<file path="src/rtl/polyphase_decim_fir.sv">
// polyphase_decim_fir: M:1 decimating FIR with programmable taps and one time-multiplexed MAC
module polyphase_decim_fir #(
  parameter int DATA_W    = 16,
  parameter int COEF_W    = 16,
  parameter int N         = 16,
  parameter int M         = 2,
  parameter int OUT_SHIFT = 15
) (
  input  logic                      clk,
  input  logic                      reset,
  input  logic                      valid_in,
  input  logic signed [DATA_W-1:0]  data_in,
  input  logic                      coef_wr,
  input  logic [$clog2(N)-1:0]      coef_addr,
  input  logic signed [COEF_W-1:0]  coef_data,
  input  logic                      overrun_clr,
  output logic                      valid_out,
  output logic signed [DATA_W-1:0]  data_out,
  output logic                      busy,
  output logic                      overrun
);
  localparam int AW = DATA_W + COEF_W + $clog2(N);
  localparam int PW = $clog2(M);
  localparam int TW = $clog2(N + 1);
  localparam int IW = $clog2(N);
  localparam logic signed [AW:0] HALF = (AW + 1)'(1) << (OUT_SHIFT - 1);
  localparam logic signed [AW:0] MAXV = (AW + 1)'((1 << (DATA_W - 1)) - 1);
  localparam logic signed [AW:0] MINV = -MAXV - (AW + 1)'(1);
  logic signed [DATA_W-1:0] h [N];
  logic signed [DATA_W-1:0] s [N];
  logic signed [COEF_W-1:0] c [N];
  logic signed [AW-1:0]     acc;
  logic signed [AW-1:0]     prod;
  logic signed [AW:0]       rnd;
  logic signed [AW:0]       shf;
  logic signed [DATA_W-1:0] sat;
  logic [PW-1:0]            phase;
  logic [TW-1:0]            tap;
  logic [IW-1:0]            idx;
  logic                     dec_event;
  assign dec_event = valid_in && phase == PW'(M - 1);
  assign idx  = tap[IW-1:0];
  assign prod = s[idx] * c[idx];
  // round-half-up then arithmetic shift, clamped to the output range
  assign rnd = {acc[AW-1], acc} + HALF;
  assign shf = rnd >>> OUT_SHIFT;
  assign sat = shf > MAXV ? MAXV[DATA_W-1:0] : shf < MINV ? MINV[DATA_W-1:0] : shf[DATA_W-1:0];
  always_ff @(posedge clk or posedge reset) begin
    if (reset) begin
      for (int k = 0; k < N; k++) begin
        h[k] <= '0;
        s[k] <= '0;
        c[k] <= '0;
      end
      acc       <= '0;
      phase     <= '0;
      tap       <= '0;
      busy      <= 1'b0;
      valid_out <= 1'b0;
      data_out  <= '0;
      overrun   <= 1'b0;
    end else begin
      valid_out <= 1'b0;
      if (coef_wr && {1'b0, coef_addr} < (IW + 1)'(N)) c[coef_addr] <= coef_data;
      if (valid_in) begin
        h[0] <= data_in;
        for (int k = 1; k < N; k++) h[k] <= h[k-1];
        phase <= phase == PW'(M - 1) ? '0 : phase + PW'(1);
      end
      if (dec_event && !busy) begin
        s[0] <= data_in;
        for (int k = 1; k < N; k++) s[k] <= h[k-1];
        busy <= 1'b1;
        tap  <= '0;
      end else if (busy) begin
        if (tap == TW'(N)) begin
          data_out  <= sat;
          valid_out <= 1'b1;
          busy      <= 1'b0;
        end else begin
          acc <= tap == '0 ? prod : acc + prod;
          tap <= tap + TW'(1);
        end
      end
      if (overrun_clr) overrun <= 1'b0;
      if (dec_event && busy) overrun <= 1'b1;
    end
  end
endmodule

</file>
<file path="config.mk">
export PLATFORM = sky130hd
export DESIGN_NAME = polyphase_decim_fir
export DESIGN_NICKNAME = d
export VERILOG_FILES = /design/src/rtl/polyphase_decim_fir.sv
export SDC_FILE = /design/constraint.sdc
export NUM_CORES = 2
export LEC_CHECK = 0
export BUFFER_PORTS_ARGS = -buffer_cell sky130_fd_sc_hd__buf_2
export CORE_UTILIZATION = 65
export CTS_BUF_LIST = sky130_fd_sc_hd__clkbuf_16
export DETAILED_ROUTE_END_ITERATION = 12
export GPL_TIMING_DRIVEN = 0
export PLACE_DENSITY = 0.82
export RECOVER_POWER = 50
export REMOVE_ABC_BUFFERS = 1
export SYNTH_ARGS = -nofsm -noshare
export SYNTH_HDL_FRONTEND = slang
export SYNTH_SLANG_ARGS = --single-unit
</file>
<file path="constraint.sdc">
create_clock -name clk -period 54.3 [get_ports clk]
set_clock_uncertainty 0.15 [all_clocks]
set_input_delay 5.43 -clock clk [delete_from_list [all_inputs] [get_ports clk]]
set_output_delay 5.43 -clock clk [all_outputs]
set_load 0.02 [all_outputs]
</file>
* Word level (Yosys, flattened, before mapping)
Cells that the tools add are included.
Operators by class: equality and inequality tests 2, reduce and logical (&&, ||, !) cells 11, magnitude comparators 5, shift-type cells 0, multipliers 1, div/mod/pow operators 0, muxes and demuxes 24, bitwise gates (word level) 4, $add $sub $neg 4
Operator list (count):
- $bwmux W256 | 1
- $bmux W16 S4 | 2
- $mux W16 | 7
- $demux W16 S4 | 1
- $add A36 B16 Y37 const B | 1
- $add A36 B32 Y36 | 1
- $mux W36 | 1
- $mul A16 B16 Y32 | 1
- $gt A22 B16 Y1 const B | 1
- $lt A22 B16 Y1 const B | 1
- $mux W5 | 3
- $ge A5 B5 Y1 const B | 2
- $not A4 Y5 | 2
- $mux W1 | 9
- $reduce_and A3 Y1 | 2
- $add A5 B1 Y5 const B | 1
- $eq A5 B5 Y1 const B | 1
- $logic_not A5 Y1 | 1
- $lt A5 B1 Y1 const B | 1
- $logic_and A1 B1 Y1 | 4
- $reduce_bool A2 Y1 | 2
- $ne A2 B2 Y1 const B | 1
- $not A1 Y1 | 2
- $reduce_and A2 Y1 | 1
- other kinds (2) | 2
Storage, ports and cells: input bits 41, output and inout bits 19, logic and storage cells 105, bits in latches 0, bits in writable memories 0, ROM bits 0, memories kept 0, bits in registers 813

* Longest topological paths before layout
depth in word-level cells 7, gate-level depth with buffers 42

* Worst setup path after synthesis
No wires, ideal clock.
path kind reg2reg, from register tap[0], to register acc[35], library setup time 0.065 ns, buffers on the path 4, path slack 44.439 ns, arrival time 9.647 ns, period minus slack after synthesis 9.861 ns, data required time 54.085 ns, stages on the path, launching flop included 39, cell sequence dfrtp_1 buf_2 buf_4 buf_2 buf_2 mux4_2 mux2_2 o21ai_1 nor2_1 fa_1 inv_1 fa_1 fa_1 inv_1 fa_1 fa_1 inv_1 fa_1 [... 3 more ...] nand2_1 o2bb2ai_1 a31o_2 a221oi_2 or2b_1 a21oi_1 xnor2_1 ha_1 a21o_1 a21o_1 a221o_1 a21oi_1 o31ai_1 a21oi_1 a31oi_1 or4_1 nand4_1 a211o_1
On the way: longest elaborated chain between the ends 7, elaborated cells between the ends (all ways) 14
Ends and longest elaborated chain:
- from (decl) | RTL line 38 | logic [TW-1:0] tap;
- from (signal assigned) | RTL line 82 | tap <= tap + TW'(1);
- $not A4 Y5 (implied by the code) | RTL line 43 | assign prod = s[idx] * c[idx];
- $bmux W16 S4 | RTL line 43
- $mux W16 (implied by the code) (2 in series) | RTL line 43
- $mul A16 B16 Y32 | RTL line 43
- $add A36 B32 Y36 | RTL line 81 | acc <= tap == '0 ? prod : acc + prod;
- $mux W36 | RTL line 81
- to (signal assigned) | RTL line 81
- to (decl) | RTL line 32 | logic signed [AW-1:0] acc;
Several ways; a longest one is shown, not always the timed one. The select of a mux whose other input is x is not followed. A chain may end at the register's enable or synchronous reset.

==> run_results.csv <==
group,metric,value,unit
status,outcome,"finished with violations",
status,violations,"capacitance limit, slew limit",
grt,antenna_found_initial,3,
timing,hold_violations,0,
grt,grt_pass1_wl,166,mm
timing,rsz0062_at_grt,"false",
synth,yosysTopAreaCell,"dfrtp_1",
die,initial_utilization,0.659,
detailed_routing,dr.pass1.iters,5,
detailed_routing,ant_nets,0,
clock_tree,hold_buffers,0,
clock_tree,clock-sinks,813,
clock_tree,tritoncts,"yes",
die,rows,97,
worst_setup_path,crit_type,"primary input to asynchronous set/reset pin",
cells_and_area,final_cell_mix,"950 x nand2_1, 810 x dfrtp_1, 527 x mux2_2, 348 x inv_1, 263 x fa_1",
synth,synthCells,4096,
die,fp.dieArea,72300,sq um
clock_tree,clk_pin_slew,0.06,ns
clock_tree,clk_latency,0.66,ns
timing,relSlewSlack,-3.63,
timing,period_needed,16.73,ns
timing,final_max_slew_viol_count,992,
grt,busiest_layer,"met2",
die,die_w,269,um
detailed_routing,first_iter_violations,2422,
grt,use_met2,0.501,
grt,met3_usage,0.0441,
synth,ys_seq_area_frac,0.440,
synth,synth-main-ff-cell,"dfrtp_1",
clock_tree,cts.path.max_buffers,3,
worst_setup_path,cp_max_fo,129,
detailed_routing,num_vias,30200,
cells_and_area,final_common_cell,"nand2_1",
worst_setup_path,worstSetupEndpointType,"asynchronous set/reset pin",
detailed_routing,wl_per_cell,19.6,um
grt,gr-usage-met1,0.383,
worst_setup_path,critPathLaunchType,"primary input",
clock_tree,htreeDepth,3,
timing,finalCritPeriodShare,0.308,
synth,yosys_warnings,0,
cells_and_area,syn_to_final_growth,8.85,%
clock_tree,cts-buffers-inserted,86,
worst_setup_path,critPathRequiredTime,53.24,ns
timing,tightest_slew,6.95,ns
synth,yosys-top-cells-area,"dfrtp_1 44%, mux2_2 13%, fa_1 11%",
worst_setup_path,r2r_cells,36,
die,io_pins,60,
grt,grt_pass1_vias,32000,
detailed_routing,totalWireLength,99.6,mm
timing,fmax,59.8,MHz
worst_setup_path,crit_arrival,15.67,ns
synth,synthesis.area,46300,sq um
grt,grt_usage,0.292,
cells_and_area,finalNetCount,4509,
clock_tree,clockRootBuffer,"clkbuf_16",
clock_tree,cts_resized,0,
detailed_routing,viasPerCell,5.92,
min_path,hold_class,"flip-flop to flip-flop",
synth,synthDistinctLibCells,67,
synth,synth_top_area_frac,0.440,
placed_design,portBuffers,59,
placed_design,hpwl,64.1,mm
cells_and_area,layout-drive-gt1-share,0.220,
timing,tns,0,ns
min_path,hold_depth,2,
grt,grt_start_max_net_pins,130,
synth,synth_area_per_cell,11.3,sq um
synth,async_flop_share,1.00,
synth,synth.ff_latch_count,813,
clock_tree,cts_setup_buffers,0,
die,fp.dieH,269,um
detailed_routing,drcViolationCount,0,
job,maxCapViolations,15,
placed_design,gp_congestion,0.899,
grt,grt_overflow,0,
die,core-area,70300,sq um
synth,synth_edf_count,0,
timing,setup_violations,0,
[final timing paths]
kind	slack, ns	from	endpoint
worst max-delay path	37.57	reset	c[181]$_DFFE_PP0P_
worst min-delay path	0.31	h[24]$_DFFE_PP0P_	s[8]$_DFFE_PP0P_
worst max register to register	37.87	tap[0]$_DFFE_PP0P_	acc[33]$_DFFE_PP0P_
worst min register to register	0.31	h[24]$_DFFE_PP0P_	s[8]$_DFFE_PP0P_
max in group clk	37.87	tap[0]$_DFFE_PP0P_	acc[33]$_DFFE_PP0P_
min in group asynchronous	5.66	reset	h[222]$_DFFE_PP0P_
[cell usage after synthesis, types with 6 or more instances]
library cell	n
a211oi_1	7
a21o_1	29
a21oi_1	86
a31oi_1	8
and2_1	7
buf_1	18
buf_2	29
clkbuf_1	163
dfrtp_1	813
fa_1	263
ha_1	121
inv_1	337
mux2_2	531
mux2i_1	23
mux4_2	139
nand2_1	951
nand2b_1	35
nand3_1	25
nand4_1	12
nor2_1	191
nor2b_1	16
nor3_1	14
o21a_1	17
o21ai_0	69
o21ai_1	14
o21bai_1	9
or2_2	6
or3_1	7
xnor2_1	52
xor2_1	33
[layer usage]
metal	wire length [um]	vias up	share of wire
li1	-	13500	-
met1	40300	15500	0.40
met2	50200	929	0.50
met3	5730	245	0.058
met4	3410	0	0.034
met5	0	-	0
[registers in the layout, indices dropped and copies added, names as in the netlist, 5 cells and up]
name,flops
acc,36
c,256
data_out,16
h,240
s,256
tap,5
[critical path, cell delays in order]
cell,delay [ns]
buf_2,0.10
clkinvlp_2,1.99
clkbuf_1,3.06
clkbuf_1,4.88
[area by class of cell]
class / instances / area [sq um]
Timing Repair Buffer: 112 / 932
Clock inverter: 68 / 597
Multi-Input combinational cell: 2732 / 23900
Antenna cell: 3 / 7.51
Sequential cell: 813 / 20400
Inverter: 339 / 1270
Fill cell: 4494 / 19900
Clock buffer: 87 / 2180
Tap cell: 940 / 1180
[logic make-up (layout without fill, tap and decap cells)]
family / count (synthesis) / after routing / synth area share
compound gates: 283 / 283 / 0.0383
xor+xnor: 86 / 86 / 0.0167
fa+ha+maj: 384 / 384 / 0.146
buf+inv: 551 / 606 / 0.0456
flops: 813 / 813 / 0.440
mux: 693 / 693 / 0.202
other cells: 0 / 3 / 0
simple gates: 1286 / 1286 / 0.112
[stage by stage]
step	hold WS, ns	std cells	util	setup slack, ns	area, sq um
4_1_cts	0.313	5090	0.722	42.74	50800
2_1_floorplan	0.285	3884	-	25.89	45400
5_1_grt	0.337	5094	0.717	35.01	50400
6_report	0.314	5094	0.717	37.57	50400
3_3_place_gp	0.296	4883	0.668	17.70	46900
3_5_place_dp	0.299	4935	0.683	42.74	48000
Power is left out: the tool's default activity adds up to more than one toggle a clock period on the data nets, which glitch-free logic cannot reach.
